$ cat src/rtl/stream_box_filter.sv
`default_nettype none
// ============================================================================
// Module      : stream_box_filter
// Description : Streaming 1-D box (moving-sum) filter. One pixel per accepted
//               beat; the window covers the current pixel plus the TAPS-1
//               most recent pixels of the same row. Row starts either
//               zero-fill or replicate the first pixel into the history.
//               The sum is kept at full precision. A shifted, saturated copy
//               is produced as the normalised pixel.
// Ports       : clk_i        rising-edge clock
//               rst_ni       asynchronous active-low reset
//               in_valid_i   input beat valid
//               in_ready_o   block accepts a beat this cycle
//               in_data_i    unsigned pixel
//               in_sol_i     start of line (first pixel of a row)
//               out_valid_o  output beat valid
//               out_ready_i  sink accepts the output beat
//               out_sum_o    unsigned window sum (SUM_W bits)
//               out_data_o   min(out_sum >> SHIFT, 2^DATA_W-1)
//               out_sol_o    in_sol of the pixel that produced this beat
// Revision    : 1.0  initial release
// ============================================================================
module stream_box_filter #(
    parameter int DATA_W    = 8,
    parameter int TAPS      = 3,
    parameter int SUM_W     = DATA_W + $clog2(TAPS),
    parameter int SHIFT     = 0,
    parameter int EDGE_MODE = 0
) (
    input  logic              clk_i,
    input  logic              rst_ni,
    input  logic              in_valid_i,
    output logic              in_ready_o,
    input  logic [DATA_W-1:0] in_data_i,
    input  logic              in_sol_i,
    output logic              out_valid_o,
    input  logic              out_ready_i,
    output logic [SUM_W-1:0]  out_sum_o,
    output logic [DATA_W-1:0] out_data_o,
    output logic              out_sol_o
);

    generate
        if (TAPS < 2 || TAPS > 16) begin : g_bad_taps
            $error("stream_box_filter: TAPS must be in 2..16");
        end
    endgenerate

    localparam logic [SUM_W-1:0] c_sat_max = SUM_W'({DATA_W{1'b1}});

    // Output register and history state.
    logic              out_valid_q;
    logic [SUM_W-1:0]  out_sum_q;
    logic [DATA_W-1:0] out_data_q;
    logic              out_sol_q;
    logic [DATA_W-1:0] hist_q [TAPS-1];   // hist_q[0] is the newest sample

    // Combinational datapath.
    logic              w_en;
    logic              w_accept;
    logic [DATA_W-1:0] w_hist_eff [TAPS-1];
    logic [SUM_W-1:0]  sum_d;
    logic [SUM_W-1:0]  w_shifted;
    logic [DATA_W-1:0] data_d;

    // The output register may advance when it is empty or being drained.
    // in_ready depends only on output-side state, never on in_valid.
    assign w_en       = !out_valid_q || out_ready_i;
    assign w_accept   = in_valid_i && w_en;
    assign in_ready_o = w_en;

    always_comb begin
        // On a row start the history is replaced before it is summed, so the
        // previous row never contributes to the first pixels of a new row.
        for (int k = 0; k < TAPS - 1; k++) begin
            w_hist_eff[k] = hist_q[k];
        end
        if (in_sol_i) begin
            for (int k = 0; k < TAPS - 1; k++) begin
                w_hist_eff[k] = (EDGE_MODE == 1) ? in_data_i : '0;
            end
        end

        sum_d = SUM_W'(in_data_i);
        for (int k = 0; k < TAPS - 1; k++) begin
            sum_d = sum_d + SUM_W'(w_hist_eff[k]);
        end

        // Logical shift, then clamp to the pixel range.
        w_shifted = sum_d >> SHIFT;
        data_d    = (w_shifted > c_sat_max) ? {DATA_W{1'b1}}
                                            : w_shifted[DATA_W-1:0];
    end

    always_ff @(posedge clk_i or negedge rst_ni) begin
        if (!rst_ni) begin
            out_valid_q <= 1'b0;
            out_sum_q   <= '0;
            out_data_q  <= '0;
            out_sol_q   <= 1'b0;
            for (int k = 0; k < TAPS - 1; k++) begin
                hist_q[k] <= '0;
            end
        end else begin
            // When enabled, valid simply follows the input handshake: a beat
            // loads the register, no beat empties it.
            if (w_en) begin
                out_valid_q <= in_valid_i;
            end
            if (w_accept) begin
                out_sum_q  <= sum_d;
                out_data_q <= data_d;
                out_sol_q  <= in_sol_i;
                hist_q[0]  <= in_data_i;
                // Shift from the effective history so a row start leaves the
                // filled values behind it.
                for (int k = 1; k < TAPS - 1; k++) begin
                    hist_q[k] <= w_hist_eff[k-1];
                end
            end
        end
    end

    assign out_valid_o = out_valid_q;
    assign out_sum_o   = out_sum_q;
    assign out_data_o  = out_data_q;
    assign out_sol_o   = out_sol_q;

endmodule
`default_nettype wire

$ cat config.mk
export PLATFORM = sky130hd
export DESIGN_NAME = stream_box_filter
export DESIGN_NICKNAME = d
export VERILOG_FILES = /design/src/rtl/stream_box_filter.sv
export SDC_FILE = /design/constraint.sdc
export NUM_CORES = 1
export LEC_CHECK = 0
export CAP_MARGIN = 5
export CORE_ASPECT_RATIO = 2
export CORE_MARGIN = 5
export CORE_UTILIZATION = 35
export DETAILED_ROUTE_END_ITERATION = 8
export HOLD_SLACK_MARGIN = 0.05
export PLACE_DENSITY = 0.65
export SLEW_MARGIN = 10
export SYNTH_ARGS = -nofsm -noshare
export SYNTH_HDL_FRONTEND = slang
export SYNTH_SLANG_ARGS = --single-unit
export TNS_END_PERCENT = 10
$ cat constraint.sdc
create_clock -name clk_i -period 7 [get_ports clk_i]
set_input_delay 1.4 -clock clk_i [delete_from_list [all_inputs] [get_ports clk_i]]
set_output_delay 1.4 -clock clk_i [all_outputs]
set_load 0.03 [all_outputs]
After elaboration in Yosys (flattened, before gate mapping)
Index checks and enable logic that the tools add are counted.
- input port bits: 13
- bits in registers: 36
- logic and storage cells: 14
- output and inout port bits: 21
- reductions and logical operators: 3
- mux-type cells: 2
- magnitude comparators: 1
- add/subtract/negate cells: 2
- operators with widths (cell ; number):
    16-bit 2-to-1 mux ; 1
    9-bit by 8-bit adder with 10-bit output ; 1
    10-bit by 8-bit > comparator with 1-bit output (second input constant) ; 1
    8-bit by 8-bit adder with 9-bit output ; 1
    8-bit 2-to-1 mux ; 1
    1-bit logical AND ; 1
    1-bit zero test ; 1
    1-bit logical OR ; 1

Longest topological paths before layout
- depth after elaboration: 5
- depth in mapped cells: 12
- gate-level depth less buffers: 11

Worst setup path before layout
OpenSTA, ideal clock, no wires.
- kind: input to register
- start point: input in_sol_i
- end point: register out_data_q[3], in the netlist out_data_o[3]
- slack: 3.307 ns
- buffers on the path: 2
- cell stages on the path: 11
- arrival time: 3.551 ns
- setup time: 0.142 ns
- path through: clkbuf_1 nand2b_1 fa_1 inv_1 ha_1 clkbuf_2 a21oi_1 a2bb2oi_2 o211ai_2 a311oi_4 a31oi_1
- word-level cells in the longest chain between the ends: 5
- ends and longest elaborated chain (item ; line ; source):
    start: declaration ; 35 ; input logic in_sol_i,
    16-bit 2-to-1 mux * ; 78 ; if (in_sol_i) begin
    8-bit by 8-bit adder with 9-bit output ; 86 ; sum_d = sum_d + SUM_W'(w_hist_eff[k]);
    9-bit by 8-bit adder with 10-bit output * ; 86 ;
    10-bit by 8-bit > comparator with 1-bit output ; 91 ; data_d = (w_shifted > c_sat_max) ? {DATA_W{1'b1}}
    8-bit 2-to-1 mux * ; 91 ;
    end signal: assignment ; 112 ; out_data_q <= data_d;
    end: declaration ; 54 ; logic [DATA_W-1:0] out_data_q;
Mark *: on every way between the ends. The rest lies on a longest branch, timed or not.
A chain may end at the register's enable or synchronous reset.

==> key figures <==
Status
  • Status: finished, final reports clean

Worst setup path
  • Critical Path Source: in_sol_i
  • Crit path kind: in2reg
  • CP required: 7120 ps
  • Worst Reg2Reg Path Length in Cells: 10
  • Critical Path Start Type: primary input
  • Reg-to-reg slack, setup: 4230 ps
  • Reg2Reg Launch Point: hist_q[9]
  • CP Data Arrival Time: 4450 ps
  • CP max FO: 17
  • CP Capture Point: out_data_o[2]
  • RR Endpoint: out_data_o[2]
  • Critical Path End Type: flop

Yosys
  • Dominant combinational cell family by area after synthesis: simple AND/OR/NAND/NOR gates
  • Multiplexer area fraction after synthesis: 3.459%
  • Cell taking the most area after synthesis: dfrtp_1
  • Mapped Avg Cell Area: 10.23 sq um
  • Cell area after synthesis: 1953 sq um
  • Register area share after synthesis: 46.12%
  • Syn Nets: 220
  • Post-synth cell types: 30
  • Top FF cell, synth: dfrtp_1
  • Post-synthesis compound-gate area fraction: 13.58%
  • Yosys warning count: 0
  • Synth area leaders: dfrtp_1, fa_1, nand2_1
  • Count leader, synth: nand2_1
  • Post-Synth XOR/XNOR Area: 2.242%
  • Yosys top cell area share: 46.12%
  • Ys async rst share: 100.0%
  • Simple-gate area share of the yosys netlist: 17.68%
  • Number of flops mapped to enable cells by yosys: 0
  • Synth top cells by count: nand2_1, dfrtp_1, nor2b_1
  • Number of synthesized register bits: 36
  • Post-Syn Instances: 191
  • Synth Area in Adders: 13.71%

Timing
  • Slew Limit Fails: 0
  • Worst slew margin: 27.37%
  • Final worst path period share: 61.79%
  • RSZ-0062 raised after global routing: no
  • Total negative setup slack: 0 ps
  • F_max: 231.2 MHz
  • Slew @ Worst Pin: 1089 ps
  • Final setup fails: 0
  • Hold_ws: 467.4 ps
  • Clock Skew: 4.383 ps
  • Final Hold Fails: 0
  • Min cycle time layout: 4325 ps

Route
  • DR DRC count: 0
  • DR pass1 iterations: 4
  • Wire length on met1: 1.411 mm
  • Met3 routed WL: 126 microns
  • Antenna-violating nets left: 0
  • WL final: 3.760 mm
  • Top sig layer: met4
  • DR vias: 1393
  • Met2 wire length: 2.131 mm
  • Vias per cell: 4.905
  • Routed length per instance: 13.24 microns
  • DRT iter0 DRCs: 25

Floorplan
  • Die ar.: 7265 sq um
  • Die Y: 115.6 microns
  • Core area: 5420 sq um
  • Num ports: 34
  • # rows: 38
  • Die width: 62.82 microns
  • Initial Utilization: 36.03%

Clock tree
  • TritonCTS clock tree: built
  • CTS buffer count: 5
  • CTS Hold Bufs: 0
  • Clock transition at the registers of the reported paths: 70 ps
  • CTS H-tree lvls: 2
  • # Post-CTS Setup Buffers: 0
  • Worst skew pair latency: 290 ps
  • CTS max path bufs: 2
  • Clock sink count: 36
  • # resized after CTS: 0
  • Clock root cell: clkbuf_8

Global routing
  • Total gr overflow: 0
  • Largest net degree at the start of global routing: 37
  • Initial antenna violation count: 0
  • Vias in the first global route: 1461
  • Total track usage: 11.20%
  • First-pass GRT wire length: 6.465 mm

Final layout
  • Ant diodes: 0
  • FF+latch area: 900.9 sq um
  • Share of post-route cells with drive strength above 1: 8.482%
  • Layout fillers: 556
  • Footprint of the multi-input gates: 989.7 sq um
  • Area added between synthesis and finish: 23.45%
  • Layout net count: 252
  • Post-Layout Cell Count: 284

Flow run
  • Max cap viols: 0

Placed design
  • Placed insts: 276
  • IO Port Bufs: 33
  • Final HPWL from detailed placement: 2.909 mm
  • Routability cong.: 0.7668

Power
  • VDD IR max: 0.1360 mV
  • Leakage: 1.077 nW
  • Total power draw: 739.9 uW
  • Power per cell area: 306.9 nW/um^2

Worst hold path
  • Worst min-delay path class: reg2reg
  • Worst Hold Depth: 2
power by group:
part	total [mW]	internal (mW)	switching [mW]
clock	0.151	0.0802	0.0706
combinational	0.310	0.130	0.180
sequential	0.279	0.256	0.0229
total	0.740	0.466	0.273
cells in the final DEF (no fill, tap or decap), drive strengths merged, types with 6 or more instances in the layout:
| master | count |
|---|---|
| a21oi | 6 |
| clkbuf | 8 |
| dfrtp | 36 |
| nand2 | 40 |
| a31oi | 7 |
| inv | 8 |
| nor2b | 14 |
| mux2 | 6 |
| fa | 9 |
| nand2b | 7 |
| ha | 7 |
| clkdlybuf4s50 | 32 |
| nor2 | 10 |
| o21ai | 13 |
stage by stage:
stage	util, %	setup WS, ps	area (sq um)
2_1_floorplan	-	3307	1953
3_3_place_gp	42.82	2438	2321
3_5_place_dp	42.82	2325	2321
4_1_cts	44.48	2627	2411
5_1_grt	44.48	2441	2411
6_report	44.48	2675	2411
metal layers:
layer / up-vias / track usage, %
li1: 700 / -
met1: 667 / 10.79
met2: 20 / 21.61
met3: 6 / 2.425
met4: 0 / 5.949
met5: - / 0
layout make-up:
type / instances / share of cell area [%]
sequential: 36 / 37.36
multi-input combinational: 139 / 41.05
tap: 60 / 3.114
inverter: 8 / 1.245
timing repair buffer: 33 / 13.49
clock buffer: 8 / 3.736
logic make-up after synthesis:
logic type / count (synthesis)
simple gates: 75
compound gates: 37
flops: 36
buf+inv: 16
fa+ha+maj: 16
mux: 6
xor+xnor: 5
flip-flops by register name, summed over array words and instances (netlist names):
register,flops
out_data_o,8
out_sol_o,1
hist_q,16
out_sum_o,10
out_valid_o,1
critical path, stage by stage:
cell and delay [ps]:
clkdlybuf4s50_1 690, nor2b_1 310, fa_1 460, ha_1 250
inv_1 80, fa_1 200, nor2b_1 70, o2111ai_2 170
nand3_2 160, a311oi_4 500, a31oi_1 150
worst min-delay path by stage:
stage,to,start,slack [ps]
after floorplan,hist_q[10],hist_q[10],440
after global placement,hist_q[14],hist_q[14],450
after detailed placement,hist_q[13],hist_q[13],450
after CTS,hist_q[13],hist_q[13],470
after global routing,out_sol_o,out_sol_o,510
final,hist_q[13],hist_q[13],470
No activity file was read; power rests on OpenSTA's default activity.
